[config.mk]
export PLATFORM = sky130hd
export DESIGN_NAME = cpu_decode_stage_flat
export DESIGN_NICKNAME = d
export VERILOG_FILES = /design/src/rtl/cpu_decode_stage_if.sv /design/src/rtl/cpu_decode_stage.sv /design/src/flat_wrapper.sv
export SDC_FILE = /design/constraint.sdc
export NUM_CORES = 1
export LEC_CHECK = 0
export ABC_AREA = 1
export BUFFER_PORTS_ARGS = -buffer_cell sky130_fd_sc_hd__buf_2
export CELL_PAD_IN_SITES_DETAIL_PLACEMENT = 1
export CELL_PAD_IN_SITES_GLOBAL_PLACEMENT = 1
export CORE_ASPECT_RATIO = 0.7
export CORE_UTILIZATION = 36
export DETAILED_ROUTE_END_ITERATION = 10
export PLACE_DENSITY = 0.82
export SLEW_MARGIN = 20
export SYNTH_ARGS = -nofsm -noshare
export SYNTH_HDL_FRONTEND = slang
export SYNTH_SLANG_ARGS = --single-unit
[constraint.sdc]
create_clock -name clk -period 13.57 [get_ports clk]
set_input_delay 2.714 -clock clk [delete_from_list [all_inputs] [get_ports clk]]
set_output_delay 2.714 -clock clk [all_outputs]
set_load 0.02 [all_outputs]
[src/rtl/cpu_decode_stage_if.sv]
// Fetch, register-file, writeback and ID/EX signal bundle for the decode stage.
// master = decode stage, slave = surrounding pipeline.
interface cpu_decode_stage_if #(
  parameter int XLEN = 32
);
  logic            if_valid;
  logic [31:0]     if_instr;
  logic [XLEN-1:0] if_pc;
  logic            hz_stall;
  logic [4:0]      r1;
  logic [4:0]      r2;
  logic [XLEN-1:0] q1;
  logic [XLEN-1:0] q2;
  logic            wb_we;
  logic [4:0]      wb_rd;
  logic [XLEN-1:0] wb_data;
  logic            id_valid;
  logic [XLEN-1:0] id_pc;
  logic [XLEN-1:0] id_rs1_val;
  logic [XLEN-1:0] id_rs2_val;
  logic [4:0]      id_rs1;
  logic [4:0]      id_rs2;
  logic [4:0]      id_rd;
  logic [XLEN-1:0] id_imm;
  logic [2:0]      id_funct3;
  logic [3:0]      id_alu_op;
  logic            id_src_a_pc;
  logic            id_src_b_imm;
  logic            id_reg_write;
  logic            id_is_load;
  logic            id_is_store;
  logic            id_is_branch;
  logic            id_is_jal;
  logic            id_is_jalr;
  logic            id_illegal;

  modport master (
    input  if_valid, if_instr, if_pc, q1, q2, wb_we, wb_rd, wb_data,
    output hz_stall, r1, r2,
    output id_valid, id_pc, id_rs1_val, id_rs2_val, id_rs1, id_rs2, id_rd, id_imm,
    output id_funct3, id_alu_op, id_src_a_pc, id_src_b_imm, id_reg_write,
    output id_is_load, id_is_store, id_is_branch, id_is_jal, id_is_jalr, id_illegal
  );

  modport slave (
    output if_valid, if_instr, if_pc, q1, q2, wb_we, wb_rd, wb_data,
    input  hz_stall, r1, r2,
    input  id_valid, id_pc, id_rs1_val, id_rs2_val, id_rs1, id_rs2, id_rd, id_imm,
    input  id_funct3, id_alu_op, id_src_a_pc, id_src_b_imm, id_reg_write,
    input  id_is_load, id_is_store, id_is_branch, id_is_jal, id_is_jalr, id_illegal
  );
endinterface

[src/rtl/cpu_decode_stage.sv]
// RV32I decode stage: immediate/control generation, operand capture with WB bypass,
// load-use bubble insertion and the ID/EX pipeline register.
module cpu_decode_stage #(
  parameter int XLEN = 32
) (
  input  logic                clk,
  input  logic                rst,
  input  logic                stall_pipeline,
  input  logic                flush,
  cpu_decode_stage_if.master  bus
);

  localparam logic [6:0] OPC_LUI    = 7'b0110111;
  localparam logic [6:0] OPC_AUIPC  = 7'b0010111;
  localparam logic [6:0] OPC_JAL    = 7'b1101111;
  localparam logic [6:0] OPC_JALR   = 7'b1100111;
  localparam logic [6:0] OPC_BRANCH = 7'b1100011;
  localparam logic [6:0] OPC_LOAD   = 7'b0000011;
  localparam logic [6:0] OPC_STORE  = 7'b0100011;
  localparam logic [6:0] OPC_OPIMM  = 7'b0010011;
  localparam logic [6:0] OPC_OP     = 7'b0110011;

  localparam logic [3:0] ALU_ADD   = 4'd0;
  localparam logic [3:0] ALU_SUB   = 4'd1;
  localparam logic [3:0] ALU_SLL   = 4'd2;
  localparam logic [3:0] ALU_SLT   = 4'd3;
  localparam logic [3:0] ALU_SLTU  = 4'd4;
  localparam logic [3:0] ALU_XOR   = 4'd5;
  localparam logic [3:0] ALU_SRL   = 4'd6;
  localparam logic [3:0] ALU_SRA   = 4'd7;
  localparam logic [3:0] ALU_OR    = 4'd8;
  localparam logic [3:0] ALU_AND   = 4'd9;
  localparam logic [3:0] ALU_PASSB = 4'd10;

  typedef struct packed {
    logic            valid;
    logic [XLEN-1:0] pc;
    logic [XLEN-1:0] rs1_val;
    logic [XLEN-1:0] rs2_val;
    logic [4:0]      rs1;
    logic [4:0]      rs2;
    logic [4:0]      rd;
    logic [XLEN-1:0] imm;
    logic [2:0]      funct3;
    logic [3:0]      alu_op;
    logic            src_a_pc;
    logic            src_b_imm;
    logic            reg_write;
    logic            is_load;
    logic            is_store;
    logic            is_branch;
    logic            is_jal;
    logic            is_jalr;
    logic            illegal;
  } idex_t;

  function automatic logic [XLEN-1:0] imm_i(input logic [31:0] ins);
    return XLEN'($signed(ins[31:20]));
  endfunction

  function automatic logic [XLEN-1:0] imm_s(input logic [31:0] ins);
    return XLEN'($signed({ins[31:25], ins[11:7]}));
  endfunction

  function automatic logic [XLEN-1:0] imm_b(input logic [31:0] ins);
    return XLEN'($signed({ins[31], ins[7], ins[30:25], ins[11:8], 1'b0}));
  endfunction

  function automatic logic [XLEN-1:0] imm_u(input logic [31:0] ins);
    return XLEN'($signed({ins[31:12], 12'd0}));
  endfunction

  function automatic logic [XLEN-1:0] imm_j(input logic [31:0] ins);
    return XLEN'($signed({ins[31], ins[19:12], ins[20], ins[30:21], 1'b0}));
  endfunction

  // funct7[5] only qualifies ADD/SUB for register-register ops; shifts always use it
  function automatic logic [3:0] alu_from_funct(input logic [2:0] f3, input logic f7b5,
                                                input logic is_reg_op);
    logic [3:0] op;
    case (f3)
      3'b000:  op = (is_reg_op && f7b5) ? ALU_SUB : ALU_ADD;
      3'b001:  op = ALU_SLL;
      3'b010:  op = ALU_SLT;
      3'b011:  op = ALU_SLTU;
      3'b100:  op = ALU_XOR;
      3'b101:  op = f7b5 ? ALU_SRA : ALU_SRL;
      3'b110:  op = ALU_OR;
      3'b111:  op = ALU_AND;
      default: op = ALU_ADD;
    endcase
    return op;
  endfunction

  function automatic logic [XLEN-1:0] pick_operand(input logic [4:0] addr,
                                                   input logic [XLEN-1:0] rf_data,
                                                   input logic we, input logic [4:0] wrd,
                                                   input logic [XLEN-1:0] wdata);
    logic [XLEN-1:0] v;
    if (addr == 5'd0) begin
      v = '0;
    end else if (we && (wrd == addr)) begin
      v = wdata;
    end else begin
      v = rf_data;
    end
    return v;
  endfunction

  function automatic idex_t make_bubble(input idex_t p);
    idex_t b;
    b           = p;
    b.valid     = 1'b0;
    b.reg_write = 1'b0;
    b.is_load   = 1'b0;
    b.is_store  = 1'b0;
    b.is_branch = 1'b0;
    b.is_jal    = 1'b0;
    b.is_jalr   = 1'b0;
    b.illegal   = 1'b0;
    return b;
  endfunction

  logic [6:0] opcode_s;
  logic [4:0] rs1_s;
  logic [4:0] rs2_s;
  logic [4:0] rd_s;
  logic [2:0] funct3_s;
  logic       f7b5_s;
  logic       uses_rs1_s;
  logic       uses_rs2_s;
  logic       hz_s;
  idex_t      dec_s;
  idex_t      idex_d;
  idex_t      idex_q;

  assign opcode_s = bus.if_instr[6:0];
  assign rd_s     = bus.if_instr[11:7];
  assign funct3_s = bus.if_instr[14:12];
  assign rs1_s    = bus.if_instr[19:15];
  assign rs2_s    = bus.if_instr[24:20];
  assign f7b5_s   = bus.if_instr[30];

  assign bus.r1 = rs1_s;
  assign bus.r2 = rs2_s;

  // Combinational decode of the fetched instruction into an ID/EX payload
  always_comb begin
    dec_s         = '0;
    dec_s.valid   = bus.if_valid;
    dec_s.pc      = bus.if_pc;
    dec_s.rs1     = rs1_s;
    dec_s.rs2     = rs2_s;
    dec_s.rd      = rd_s;
    dec_s.funct3  = funct3_s;
    dec_s.rs1_val = pick_operand(rs1_s, bus.q1, bus.wb_we, bus.wb_rd, bus.wb_data);
    dec_s.rs2_val = pick_operand(rs2_s, bus.q2, bus.wb_we, bus.wb_rd, bus.wb_data);
    dec_s.alu_op  = ALU_ADD;
    case (opcode_s)
      OPC_LUI: begin
        dec_s.imm = imm_u(bus.if_instr); dec_s.alu_op = ALU_PASSB;
        dec_s.src_b_imm = 1'b1; dec_s.reg_write = 1'b1;
      end
      OPC_AUIPC: begin
        dec_s.imm = imm_u(bus.if_instr); dec_s.src_a_pc = 1'b1;
        dec_s.src_b_imm = 1'b1; dec_s.reg_write = 1'b1;
      end
      OPC_JAL: begin
        dec_s.imm = imm_j(bus.if_instr); dec_s.src_a_pc = 1'b1;
        dec_s.src_b_imm = 1'b1; dec_s.reg_write = 1'b1; dec_s.is_jal = 1'b1;
      end
      OPC_JALR: begin
        dec_s.imm = imm_i(bus.if_instr); dec_s.src_b_imm = 1'b1;
        dec_s.reg_write = 1'b1; dec_s.is_jalr = 1'b1;
      end
      OPC_BRANCH: begin
        dec_s.imm = imm_b(bus.if_instr); dec_s.alu_op = ALU_SUB; dec_s.is_branch = 1'b1;
      end
      OPC_LOAD: begin
        dec_s.imm = imm_i(bus.if_instr); dec_s.src_b_imm = 1'b1;
        dec_s.reg_write = 1'b1; dec_s.is_load = 1'b1;
      end
      OPC_STORE: begin
        dec_s.imm = imm_s(bus.if_instr); dec_s.src_b_imm = 1'b1; dec_s.is_store = 1'b1;
      end
      OPC_OPIMM: begin
        dec_s.imm = imm_i(bus.if_instr); dec_s.src_b_imm = 1'b1; dec_s.reg_write = 1'b1;
        dec_s.alu_op = alu_from_funct(funct3_s, f7b5_s, 1'b0);
      end
      OPC_OP: begin
        dec_s.reg_write = 1'b1;
        dec_s.alu_op = alu_from_funct(funct3_s, f7b5_s, 1'b1);
      end
      default: dec_s.illegal = 1'b1;
    endcase
    dec_s.reg_write = dec_s.reg_write & (rd_s != 5'd0);
  end

  // Load-use detection against the load currently sitting in ID/EX
  always_comb begin
    uses_rs1_s = !((opcode_s == OPC_LUI) || (opcode_s == OPC_AUIPC) || (opcode_s == OPC_JAL));
    uses_rs2_s = (opcode_s == OPC_OP) || (opcode_s == OPC_STORE) || (opcode_s == OPC_BRANCH);
    hz_s = idex_q.valid & idex_q.is_load & (idex_q.rd != 5'd0) &
           ((uses_rs1_s & (idex_q.rd == rs1_s)) | (uses_rs2_s & (idex_q.rd == rs2_s)));
  end

  assign bus.hz_stall = hz_s & bus.if_valid & ~flush;

  // ID/EX next state: freeze, then squash (flush, hazard or empty slot), then load
  always_comb begin
    idex_d = idex_q;
    if (stall_pipeline) begin
      idex_d = idex_q;
    end else if (flush || hz_s || !bus.if_valid) begin
      idex_d = make_bubble(dec_s);
    end else begin
      idex_d = dec_s;
    end
  end

  // ID/EX pipeline register
  always_ff @(posedge clk or posedge rst) begin
    if (rst) begin
      idex_q <= '0;
    end else begin
      idex_q <= idex_d;
    end
  end

  assign bus.id_valid     = idex_q.valid;
  assign bus.id_pc        = idex_q.pc;
  assign bus.id_rs1_val   = idex_q.rs1_val;
  assign bus.id_rs2_val   = idex_q.rs2_val;
  assign bus.id_rs1       = idex_q.rs1;
  assign bus.id_rs2       = idex_q.rs2;
  assign bus.id_rd        = idex_q.rd;
  assign bus.id_imm       = idex_q.imm;
  assign bus.id_funct3    = idex_q.funct3;
  assign bus.id_alu_op    = idex_q.alu_op;
  assign bus.id_src_a_pc  = idex_q.src_a_pc;
  assign bus.id_src_b_imm = idex_q.src_b_imm;
  assign bus.id_reg_write = idex_q.reg_write;
  assign bus.id_is_load   = idex_q.is_load;
  assign bus.id_is_store  = idex_q.is_store;
  assign bus.id_is_branch = idex_q.is_branch;
  assign bus.id_is_jal    = idex_q.is_jal;
  assign bus.id_is_jalr   = idex_q.is_jalr;
  assign bus.id_illegal   = idex_q.illegal;

endmodule

[src/flat_wrapper.sv]
// flat-port wrapper written by rule: the top's interface ports become plain ports
module cpu_decode_stage_flat 
#(
  parameter int XLEN = 32
)
  (clk, rst, stall_pipeline, flush, bus_if_valid, bus_if_instr, bus_if_pc, bus_q1, bus_q2, bus_wb_we, bus_wb_rd, bus_wb_data, bus_hz_stall, bus_r1, bus_r2, bus_id_valid, bus_id_pc, bus_id_rs1_val, bus_id_rs2_val, bus_id_rs1, bus_id_rs2, bus_id_rd, bus_id_imm, bus_id_funct3, bus_id_alu_op, bus_id_src_a_pc, bus_id_src_b_imm, bus_id_reg_write, bus_id_is_load, bus_id_is_store, bus_id_is_branch, bus_id_is_jal, bus_id_is_jalr, bus_id_illegal);
  cpu_decode_stage_if #(.XLEN(XLEN)) bus_i ();
  input  logic clk;
  input  logic rst;
  input  logic stall_pipeline;
  input  logic flush;
  input wire logic [$bits(bus_i.if_valid)-1:0] bus_if_valid;
  input wire logic [$bits(bus_i.if_instr)-1:0] bus_if_instr;
  input wire logic [$bits(bus_i.if_pc)-1:0] bus_if_pc;
  input wire logic [$bits(bus_i.q1)-1:0] bus_q1;
  input wire logic [$bits(bus_i.q2)-1:0] bus_q2;
  input wire logic [$bits(bus_i.wb_we)-1:0] bus_wb_we;
  input wire logic [$bits(bus_i.wb_rd)-1:0] bus_wb_rd;
  input wire logic [$bits(bus_i.wb_data)-1:0] bus_wb_data;
  output wire logic [$bits(bus_i.hz_stall)-1:0] bus_hz_stall;
  output wire logic [$bits(bus_i.r1)-1:0] bus_r1;
  output wire logic [$bits(bus_i.r2)-1:0] bus_r2;
  output wire logic [$bits(bus_i.id_valid)-1:0] bus_id_valid;
  output wire logic [$bits(bus_i.id_pc)-1:0] bus_id_pc;
  output wire logic [$bits(bus_i.id_rs1_val)-1:0] bus_id_rs1_val;
  output wire logic [$bits(bus_i.id_rs2_val)-1:0] bus_id_rs2_val;
  output wire logic [$bits(bus_i.id_rs1)-1:0] bus_id_rs1;
  output wire logic [$bits(bus_i.id_rs2)-1:0] bus_id_rs2;
  output wire logic [$bits(bus_i.id_rd)-1:0] bus_id_rd;
  output wire logic [$bits(bus_i.id_imm)-1:0] bus_id_imm;
  output wire logic [$bits(bus_i.id_funct3)-1:0] bus_id_funct3;
  output wire logic [$bits(bus_i.id_alu_op)-1:0] bus_id_alu_op;
  output wire logic [$bits(bus_i.id_src_a_pc)-1:0] bus_id_src_a_pc;
  output wire logic [$bits(bus_i.id_src_b_imm)-1:0] bus_id_src_b_imm;
  output wire logic [$bits(bus_i.id_reg_write)-1:0] bus_id_reg_write;
  output wire logic [$bits(bus_i.id_is_load)-1:0] bus_id_is_load;
  output wire logic [$bits(bus_i.id_is_store)-1:0] bus_id_is_store;
  output wire logic [$bits(bus_i.id_is_branch)-1:0] bus_id_is_branch;
  output wire logic [$bits(bus_i.id_is_jal)-1:0] bus_id_is_jal;
  output wire logic [$bits(bus_i.id_is_jalr)-1:0] bus_id_is_jalr;
  output wire logic [$bits(bus_i.id_illegal)-1:0] bus_id_illegal;
  assign bus_i.if_valid = bus_if_valid;
  assign bus_i.if_instr = bus_if_instr;
  assign bus_i.if_pc = bus_if_pc;
  assign bus_i.q1 = bus_q1;
  assign bus_i.q2 = bus_q2;
  assign bus_i.wb_we = bus_wb_we;
  assign bus_i.wb_rd = bus_wb_rd;
  assign bus_i.wb_data = bus_wb_data;
  assign bus_hz_stall = bus_i.hz_stall;
  assign bus_r1 = bus_i.r1;
  assign bus_r2 = bus_i.r2;
  assign bus_id_valid = bus_i.id_valid;
  assign bus_id_pc = bus_i.id_pc;
  assign bus_id_rs1_val = bus_i.id_rs1_val;
  assign bus_id_rs2_val = bus_i.id_rs2_val;
  assign bus_id_rs1 = bus_i.id_rs1;
  assign bus_id_rs2 = bus_i.id_rs2;
  assign bus_id_rd = bus_i.id_rd;
  assign bus_id_imm = bus_i.id_imm;
  assign bus_id_funct3 = bus_i.id_funct3;
  assign bus_id_alu_op = bus_i.id_alu_op;
  assign bus_id_src_a_pc = bus_i.id_src_a_pc;
  assign bus_id_src_b_imm = bus_i.id_src_b_imm;
  assign bus_id_reg_write = bus_i.id_reg_write;
  assign bus_id_is_load = bus_i.id_is_load;
  assign bus_id_is_store = bus_i.id_is_store;
  assign bus_id_is_branch = bus_i.id_is_branch;
  assign bus_id_is_jal = bus_i.id_is_jal;
  assign bus_id_is_jalr = bus_i.id_is_jalr;
  assign bus_id_illegal = bus_i.id_illegal;
  cpu_decode_stage #(.XLEN(XLEN)) u_core (.clk(clk), .rst(rst), .stall_pipeline(stall_pipeline), .flush(flush), .bus(bus_i));
endmodule
Word-level counts from Yosys, hierarchy flattened
Cells that the tools add are included.

storage, ports and cells
  bits in registers = 160
  input port bits = 171
  output and inout port bits = 171
  word-level logic and storage cells = 90

cells by class
  equality and inequality tests = 20
  multiplexer cells = 20
  bitwise gates (word level) = 10
  reduce and logical (&&, ||, !) cells = 21

operator list
  cell                                                              number
  160-bit 2-to-1 mux                                                1
  32-bit one-hot mux with 5 select lines                            1
  32-bit 2-to-1 mux                                                 4
  4-bit one-hot mux with 8 select lines                             2
  7-bit by 6-bit == test with 1-bit output (second input constant)  3
  7-bit == test (second input constant)                             3
  5-bit == test                                                     4
  4-bit one-hot mux with 4 select lines                             1
  7-bit by 5-bit == test with 1-bit output (second input constant)  2
  7-bit OR reduction                                                2
  3-bit == test (second input constant)                             4
  1-bit 2-to-1 mux                                                  11
  5-bit logical NOT                                                 2
  5-bit nonzero test                                                2
  9-bit OR reduction                                                1
  1-bit AND                                                         8
  7-bit by 2-bit == test with 1-bit output (second input constant)  1
  3-bit by 2-bit == test with 1-bit output (second input constant)  2
  1-bit logical OR                                                  6
  2-bit OR reduction                                                2
  3-bit by 1-bit == test with 1-bit output (second input constant)  1
  3-bit logical NOT                                                 1
  3-bit OR reduction                                                1
  1-bit logical AND                                                 2
  other kinds (3)                                                   4

Longest topological paths before layout
Gate-level depths: netlist of run 1.

  depth after elaboration = 10
  depth in mapped cells = 12
  gate-level depth less buffers = 12

Worst setup path before layout of run 1
OpenSTA, ideal clock, no wires.

  path type = input to output
  start point = input bus_if_instr[1]
  end point = output bus_hz_stall
  arrival = 3853 ps
  data required time = 10856 ps
  path slack = 7003 ps
  cell stages on the path = 9
  path buffers = 0
  cells stage by stage = nand2_1 nor2_1 nand2_4 nand2_4 inv_4 nand3_2 nand2_2 nand2_4 nor3_1

between the ends
  cells in the longest elaborated chain, start to end = 9

RTL lines
  element                                                                                               line                     source
  start: declaration                                                                                    flat_wrapper.sv:13       input wire logic [$bits(bus_i.if_instr)-1:0] bus_if_instr;
  7-bit by 6-bit == test with 1-bit output or 7-bit by 5-bit == test with 1-bit output (tied branches)  cpu_decode_stage.sv:201  uses_rs1_s = !((opcode_s == OPC_LUI) || (opcode_s == OPC_AUIPC) || (opcode_s == OPC_JAL));
  1-bit logical OR (2 in series)                                                                        cpu_decode_stage.sv:201
  1-bit logical NOT                                                                                     cpu_decode_stage.sv:201
  1-bit AND                                                                                             cpu_decode_stage.sv:204  ((uses_rs1_s & (idex_q.rd == rs1_s)) | (uses_rs2_s & (idex_q.rd == rs2_s)));
  1-bit bitwise OR *                                                                                    cpu_decode_stage.sv:204
  1-bit AND *                                                                                           cpu_decode_stage.sv:203  hz_s = idex_q.valid & idex_q.is_load & (idex_q.rd != 5'd0) &
  1-bit AND * (2 in series)                                                                             cpu_decode_stage.sv:207  assign bus.hz_stall = hz_s & bus.if_valid & ~flush;
  end: declaration                                                                                      flat_wrapper.sv:20       output wire logic [$bits(bus_i.hz_stall)-1:0] bus_hz_stall;

Mark *: on every way between the ends. The rest lies on a longest branch, timed or not.

Worst setup path in the final report of run 1
  start point = input bus_if_instr[3]
  end point = output bus_hz_stall

The elaborated chain is that of the path after synthesis.

==> flow_metrics.tcl, run 1 <==
set metrics [dict create \
    p_int_uw 866 \
    final_common_cell "nand2_1" \
    die_w_um 181 \
    cts_tree "built" \
    crit_slowest_cell "nor3_1" \
    drt_wl_total_mm 28.8 \
    final.setup_skew_ns 0.0124 \
    setup_tns_ns 0 \
    grt_max_degree 87 \
    slowest_delay_ns 0.22 \
    grt_pass1_wl_mm 45.0 \
    path_clk_slew_ns 0.06 \
    ys_types 35 \
    placed_cells 1625 \
    whs_ns 0.474 \
    fmax_mhz 147 \
    die_y_um 127 \
    initial_core_util_pct 37.0 \
    crit_fanout 9 \
    first_iter_violations 428 \
    ctsResizeCount 0 \
    fin_crit_ns 6.80 \
    postLayoutCellArea_um2 10500 \
    portBuffers 341 \
    relSlewSlack_pct 32.8 \
    switching_share_pct 31.4 \
    maxSlewViolCount 0 \
    crit_family "simple AND/OR/NAND/NOR gates" \
    wire_per_inst_um 17.3 \
    dp_hpwl_mm 21.1 \
    numCtsBuffers 17 \
    first_pass_iters 4 \
    placed_area_um2 9870 \
    synth_top_cell_by_area "dfrtp_1" \
    clk_root_buffer_cell "clkbuf_16" \
    synth.yosys.seq_area_share_pct 49.5 \
    die_area_um2 23100 \
    required_ns 10.86 \
    stdcell_count 1659 \
    antenna_found_initial 3 \
    netlist_area_um2 8090 \
    worst_pin_slew_ns 1.01 \
    clock_sinks 160 \
    async_reset_ff_share_pct 100 \
    end_kind "output pin" \
    hold_viol_final 0 \
    syn_nets 1227 \
    r2r_setup_slack_ns 12.02 \
    critical_path_arrival_ns 4.08 \
    ys_ff_latch 160 \
    cap_violations 0 \
    fp.coreArea_um2 21800 \
    min_path_type "reg -> reg" \
    cp_num_buf_inv 3 \
    power_density_nw_per_um2 121 \
    rsz0062_at_grt "false" \
    synth_top_area_share_pct 49.5 \
    synth_area_per_cell_um2 7.66 \
    globalRouteOverflowTotal 0 \
    status "finished clean" \
    crit_type "in -> out" \
    power_switching_uw 397 \
    synthTopCellsByArea "dfrtp_1 50%, nand2_1 23%, o211ai_2 5.0%, inv_1 4.5%, nor2_1 2.5%" \
    path_cells "buf_2, inv_1, nand2_1, nor2_4, o21ai_0, nor2_1, nand2_1, nand2_2, nand2_4, nor3_1, buf_2" \
    h-tree-depth 4 \
    cp-start-kind "input pin" \
    grt_use_total_pct 25.1 \
    layout_common_cells "492 x nand2_1, 340 x buf_2, 160 x dfrtp_1, 94 x inv_1, 54 x nor2_1" \
    num_vias 8036 \
    clock_latency_ns 0.43 \
    drtAntennaViolNets 0 \
    drive_above_1_share_pct 32.3 \
    areaGrowthSynthToFinish_pct 29.5 \
    cts_hold_buf 0 \
    finalNetCount 1533 \
    power_frac_comb_pct 18.1 \
    syn_inst 1056 \
    synth_edf_count 0 \
    ys_warn_count 0 \
    grt_pass1_vias 8128 \
    ir_worst_vdd_mv 0.0857 \
    cts_setup_buffers 0 \
    io_pins 342 \
    vias_per_cell 4.84 \
    cts_buffer_depth 2 \
    gp_congestion 0.889 \
    synth_ff_type "dfrtp_1" \
    cellLeakagePower_uw 0.00641 \
    num_rows 45 \
    period_share_pct 50.1 \
    drc 0 \
    clockPowerShare_pct 39.6 \
    setup_viol 0 \
    sequentialPowerShare_pct 42.3 \
]
==> synthesized netlist by cell type, types with 2 or more instances <==
library cell and count:
a21oi_1 16, buf_1 4, buf_2 15, buf_4 10, buf_6 7, clkbuf_1 24
dfrtp_1 160, inv_1 97, inv_2 12, nand2_1 492, nand2_2 5, nand2_4 3
nand3_1 17, nand3_2 4, nand4_1 16, nor2_1 54, nor2_2 2, nor2_4 2
nor3_1 5, o211ai_2 32, o21ai_0 26, o21ai_1 34, o22ai_1 3, xnor2_1 2
xor2_1 4
==> power groups by stage <==
| stage | registers (uW) | clock network [uW] | logic (uW) |
|---|---|---|---|
| 2_1_floorplan | 586 | 0 | 85.1 |
| 3_3_place_gp | 541 | 0 | 225 |
| 3_5_place_dp | 543 | 0 | 230 |
| 4_1_cts | 535 | 511 | 231 |
| 5_1_grt | 539 | 528 | 251 |
| 6_report | 535 | 500 | 229 |
==> tightest hold or removal path, cell delays in order (launching register included) <==
cell and delay (ns):
dfrtp_1 0.34, nand2_1 0.05, nand2_1 0.05
==> sequential cells by signal, summed over array words and instances (netlist names) <==
name	cells
u_core.bus.id_is_branch	1
u_core.bus.id_valid	1
u_core.bus.id_is_load	1
u_core.bus.id_is_jal	1
u_core.bus.id_alu_op	4
u_core.bus.id_rs1	5
u_core.bus.id_rd	5
u_core.bus.id_pc	32
u_core.bus.id_rs1_val	32
u_core.bus.id_src_b_imm	1
u_core.bus.id_imm	32
u_core.bus.id_rs2	5
u_core.bus.id_illegal	1
u_core.bus.id_reg_write	1
u_core.bus.id_is_store	1
u_core.bus.id_rs2_val	32
u_core.bus.id_is_jalr	1
u_core.bus.id_funct3	3
u_core.bus.id_src_a_pc	1
==> cell families (layout without fill, tap and decap cells) <==
family          Yosys count  after routing  synth area share (%)
buf+inv                 170            489                  9.27
other cells               0              2                     0
compound gates          117            117                  10.5
flops                   160            160                  49.5
xor+xnor                  6              6                 0.650
simple gates            603            603                  30.1
==> layout make-up <==
class	instances	area, um^2
clock buffers	19	433
repair buffers	347	1760
flip-flops and latches	160	4000
fillers	2861	11400
well taps	282	353
multi-input cells	726	3330
diodes	2	5.00
clock inverters	13	168
inverters	110	420
==> metal layers <==
metal	wire length, um	GRT usage, %	up-vias
li1	-	-	3872
met1	13100	33.1	3892
met3	1900	7.01	23
met5	13	0	-
met2	13400	40.9	247
met4	356	6.28	2
==> path summary, 6_finish.rpt <==
kind | from | endpoint | cells past startpoint
min in group asynchronous | rst | u_core.bus.id_imm[9]$_DFFE_PP0N_ | 2
min reg2reg | u_core.bus.id_rs2_val[11]$_DFFE_PP0N_ | u_core.bus.id_rs2_val[11]$_DFFE_PP0N_ | 2
max in group asynchronous | rst | u_core.bus.id_rs2[0]$_DFFE_PP0N_ | 3
max reg2reg | u_core.bus.id_rd[4]$_DFFE_PP0N_ | u_core.bus.id_is_store$_DFFE_PP0N_ | 9
min | u_core.bus.id_rs2_val[11]$_DFFE_PP0N_ | u_core.bus.id_rs2_val[11]$_DFFE_PP0N_ | 2
max | bus_if_instr[3] | bus_hz_stall | 11
==> per-stage QoR <==
step / worst slack, ns / power, uW / util (%)
CTS: 6.72 / 1280 / 47.9
detailed placement: 6.73 / 774 / 45.2
floorplan: 6.54 / 671 / -
finish: 6.77 / 1260 / 47.9
global route: 6.64 / 1320 / 47.9
global placement: 6.79 / 767 / 45.2
Note: power is estimated with default switching activity, not from simulation.
==> inputs of run 2 (changes only) <==
ABC_AREA = 0   (was 1)
CORE_UTILIZATION = 31   (was 36)
PLACE_DENSITY = 0.73   (was 0.82)
clock period = 6 ns   (was 13.57 ns; I/O delays follow)
==> run 2 against run 1 <==
Effect of this change:
- clock-buffer cell count up 2
- sequential power grew 130%
- synthesized area down 10%
- cell count is 22% lower
- sequential cell count stayed put
- clock skew is 0.0026 ns lower
- final area fell by 6.6%
==> flow_metrics.tcl, run 2 <==
set metrics [dict create \
    synth_area_per_cell_um2 11.1 \
    layout_common_cells "340 x buf_2, 160 x dfrtp_1, 92 x nand2_1, 77 x o21ai_0, 64 x mux2i_1" \
    placed_area_um2 9190 \
    setup_tns_ns 0 \
    crit_type "in -> out" \
    final_common_cell "buf_2" \
    fp.coreArea_um2 22800 \
    ys_ff_latch 160 \
    cts_hold_buf 0 \
    crit_family "simple AND/OR/NAND/NOR gates" \
    die_area_um2 24100 \
    utilization_pct 42.8 \
    grt_pass1_vias 6483 \
    num_vias 6258 \
    dp_hpwl_mm 18.9 \
    yosysMostFrequentCell "dfrtp_1" \
    netlist_area_um2 7270 \
    synth_top_cell_by_area "dfrtp_1" \
    globalRouteOverflowTotal 0 \
    power_density_nw_per_um2 287 \
    grt_pass1_wl_mm 38.2 \
    critical_path_arrival_ns 2.74 \
    drtAntennaViolNets 0 \
    slowest_delay_ns 0.61 \
    end_kind "output pin" \
    required_ns 4.80 \
    crit_fanout 9 \
    first_pass_iters 4 \
    setup_viol 0 \
    synthTopCellsByArea "dfrtp_1 55%, mux2i_1 8.8%, mux2_2 6.5%, o21ai_0 5.3%, nand2_1 4.8%" \
    ir_worst_vdd_mv 0.174 \
    maxSlewViolCount 0 \
    drc 0 \
    grt_use_total_pct 21.3 \
    h-tree-depth 4 \
    hold_viol_final 0 \
    first_iter_violations 331 \
    gp_congestion 0.793 \
    synth_top_area_share_pct 55.1 \
    worst_pin_slew_ns 1.09 \
    clock_sinks 160 \
    syn_nets 823 \
    fin_crit_ns 3.94 \
    postLayoutCellArea_um2 9790 \
    period_share_pct 65.6 \
    cts_buffer_depth 2 \
    die_w_um 185 \
    wire_per_inst_um 19.7 \
    worst-path-stages 5 \
    crit_top_cell "buf_2" \
    path_cells "buf_2, nand4bb_1, or4_1, a21oi_1, buf_2" \
    cellLeakagePower_uw 0.00470 \
    die_y_um 130 \
    cts_tree "built" \
    async_reset_ff_share_pct 100 \
    final.setup_skew_ns 0.00978 \
    setup_ws_ns 2.06 \
    relSlewSlack_pct 27.6 \
    cp_num_buf_inv 2 \
    drive_above_1_share_pct 44.0 \
    initial_core_util_pct 31.8 \
    synthTopCellsByCount "160 x dfrtp_1, 92 x nand2_1, 77 x o21ai_0" \
    antenna_found_initial 0 \
    cts_setup_buffers 0 \
    r2r_cells 5 \
    vias_per_cell 4.84 \
    post-place-ws_ns 1.90 \
    whs_ns 0.476 \
    synth_ff_type "dfrtp_1" \
    ys_warn_count 0 \
    num_rows 46 \
    grt_max_degree 106 \
    synth.yosys.seq_area_share_pct 55.1 \
    cap_violations 0 \
    cp-start-kind "input pin" \
    io_pins 342 \
    areaGrowthSynthToFinish_pct 34.6 \
    numCtsBuffers 17 \
    path_clk_slew_ns 0.06 \
    fmax_mhz 254 \
    syn_inst 652 \
    portBuffers 341 \
    holdPathStages 2 \
    drt_wl_total_mm 25.5 \
    ys_types 44 \
    diodes 0 \
    synth_edf_count 0 \
    clock_latency_ns 0.43 \
    clk_root_buffer_cell "clkbuf_16" \
    min_path_type "reg -> reg" \
    finalNetCount 1138 \
    status "finished clean" \
    rsz0062_at_grt "false" \
    crit_slowest_cell "or4_1" \
    ctsResizeCount 0 \
]
## run 2: changes by cell type after synthesis, moves of 10 or more
cell	change
mux2_2	+42
nor2b_1	+20
nand4_1	-16
inv_2	-12
o211ai_2	-32
a22o_1	+13
inv_1	-91
nand2_1	-400
o21ai_1	-34
nand3_1	-15
o21ai_0	+51
nor2_1	-41
mux2i_1	+64
a21o_1	+10
## run 2: cell type report
type / instances / area, um^2
clock buffers: 21 / 450
clock inverters: 11 / 130
fillers: 2644 / 13100
inverters: 6 / 27.5
multi-input cells: 432 / 3000
flip-flops and latches: 160 / 4000
well taps: 312 / 390
repair buffers: 350 / 1790
## run 2: path summary, 6_finish.rpt
| check | start | endpoint | slack, ns |
|---|---|---|---|
| max | bus_if_instr[3] | bus_hz_stall | 2.06 |
| min | u_core.bus.id_rs1_val[19]$_DFFE_PP0N_ | u_core.bus.id_rs1_val[19]$_DFFE_PP0N_ | 0.48 |
| max reg2reg | u_core.bus.id_rd[0]$_DFFE_PP0N_ | u_core.bus.id_is_load$_DFFE_PP0N_ | 3.83 |
| min reg2reg | u_core.bus.id_rs1_val[19]$_DFFE_PP0N_ | u_core.bus.id_rs1_val[19]$_DFFE_PP0N_ | 0.48 |
| max in group asynchronous | rst | u_core.bus.id_pc[23]$_DFFE_PP0N_ | 3.98 |
| min in group asynchronous | rst | u_core.bus.id_pc[29]$_DFFE_PP0N_ | 0.84 |
## run 2: worst reg2reg max path, cell delays in order (launching register included)
cell	delay, ns
dfrtp_1	0.47
or4_1	0.58
o21bai_1	0.29
nor4_1	0.13
a21oi_2	0.39
a32o_1	0.24
## run 2: layer usage
| metal | global-route usage, % | vias to the layer above | part of all wire, % |
|---|---|---|---|
| met5 | 0 | - | 0 |
| met4 | 5.15 | 0 | 0.70 |
| met3 | 6.87 | 13 | 8.4 |
| met2 | 34.1 | 235 | 47 |
| met1 | 28.0 | 3090 | 44 |
| li1 | - | 2920 | - |
## run 2: logic make-up after synthesis
group	Yosys count	synth area share, %
compound gates	153	13.5
xor+xnor	20	2.41
buf+inv	60	3.99
flops	160	55.1
mux	106	15.3
simple gates	153	9.73
## run 2: where the power goes
| group | switching (uW) | leakage [uW] | internal [uW] |
|---|---|---|---|
| clock network | 471 | 0.000282 | 629 |
| registers | 49.1 | 0.00199 | 1160 |
| logic | 316 | 0.00243 | 182 |
| total | 835 | 0.00470 | 1980 |
## run 2: per-stage QoR
step	std cells	total power [uW]
2_1_floorplan	652	1510
3_3_place_gp	1259	1720
3_5_place_dp	1259	1740
4_1_cts	1291	2850
5_1_grt	1292	2940
6_report	1292	2810
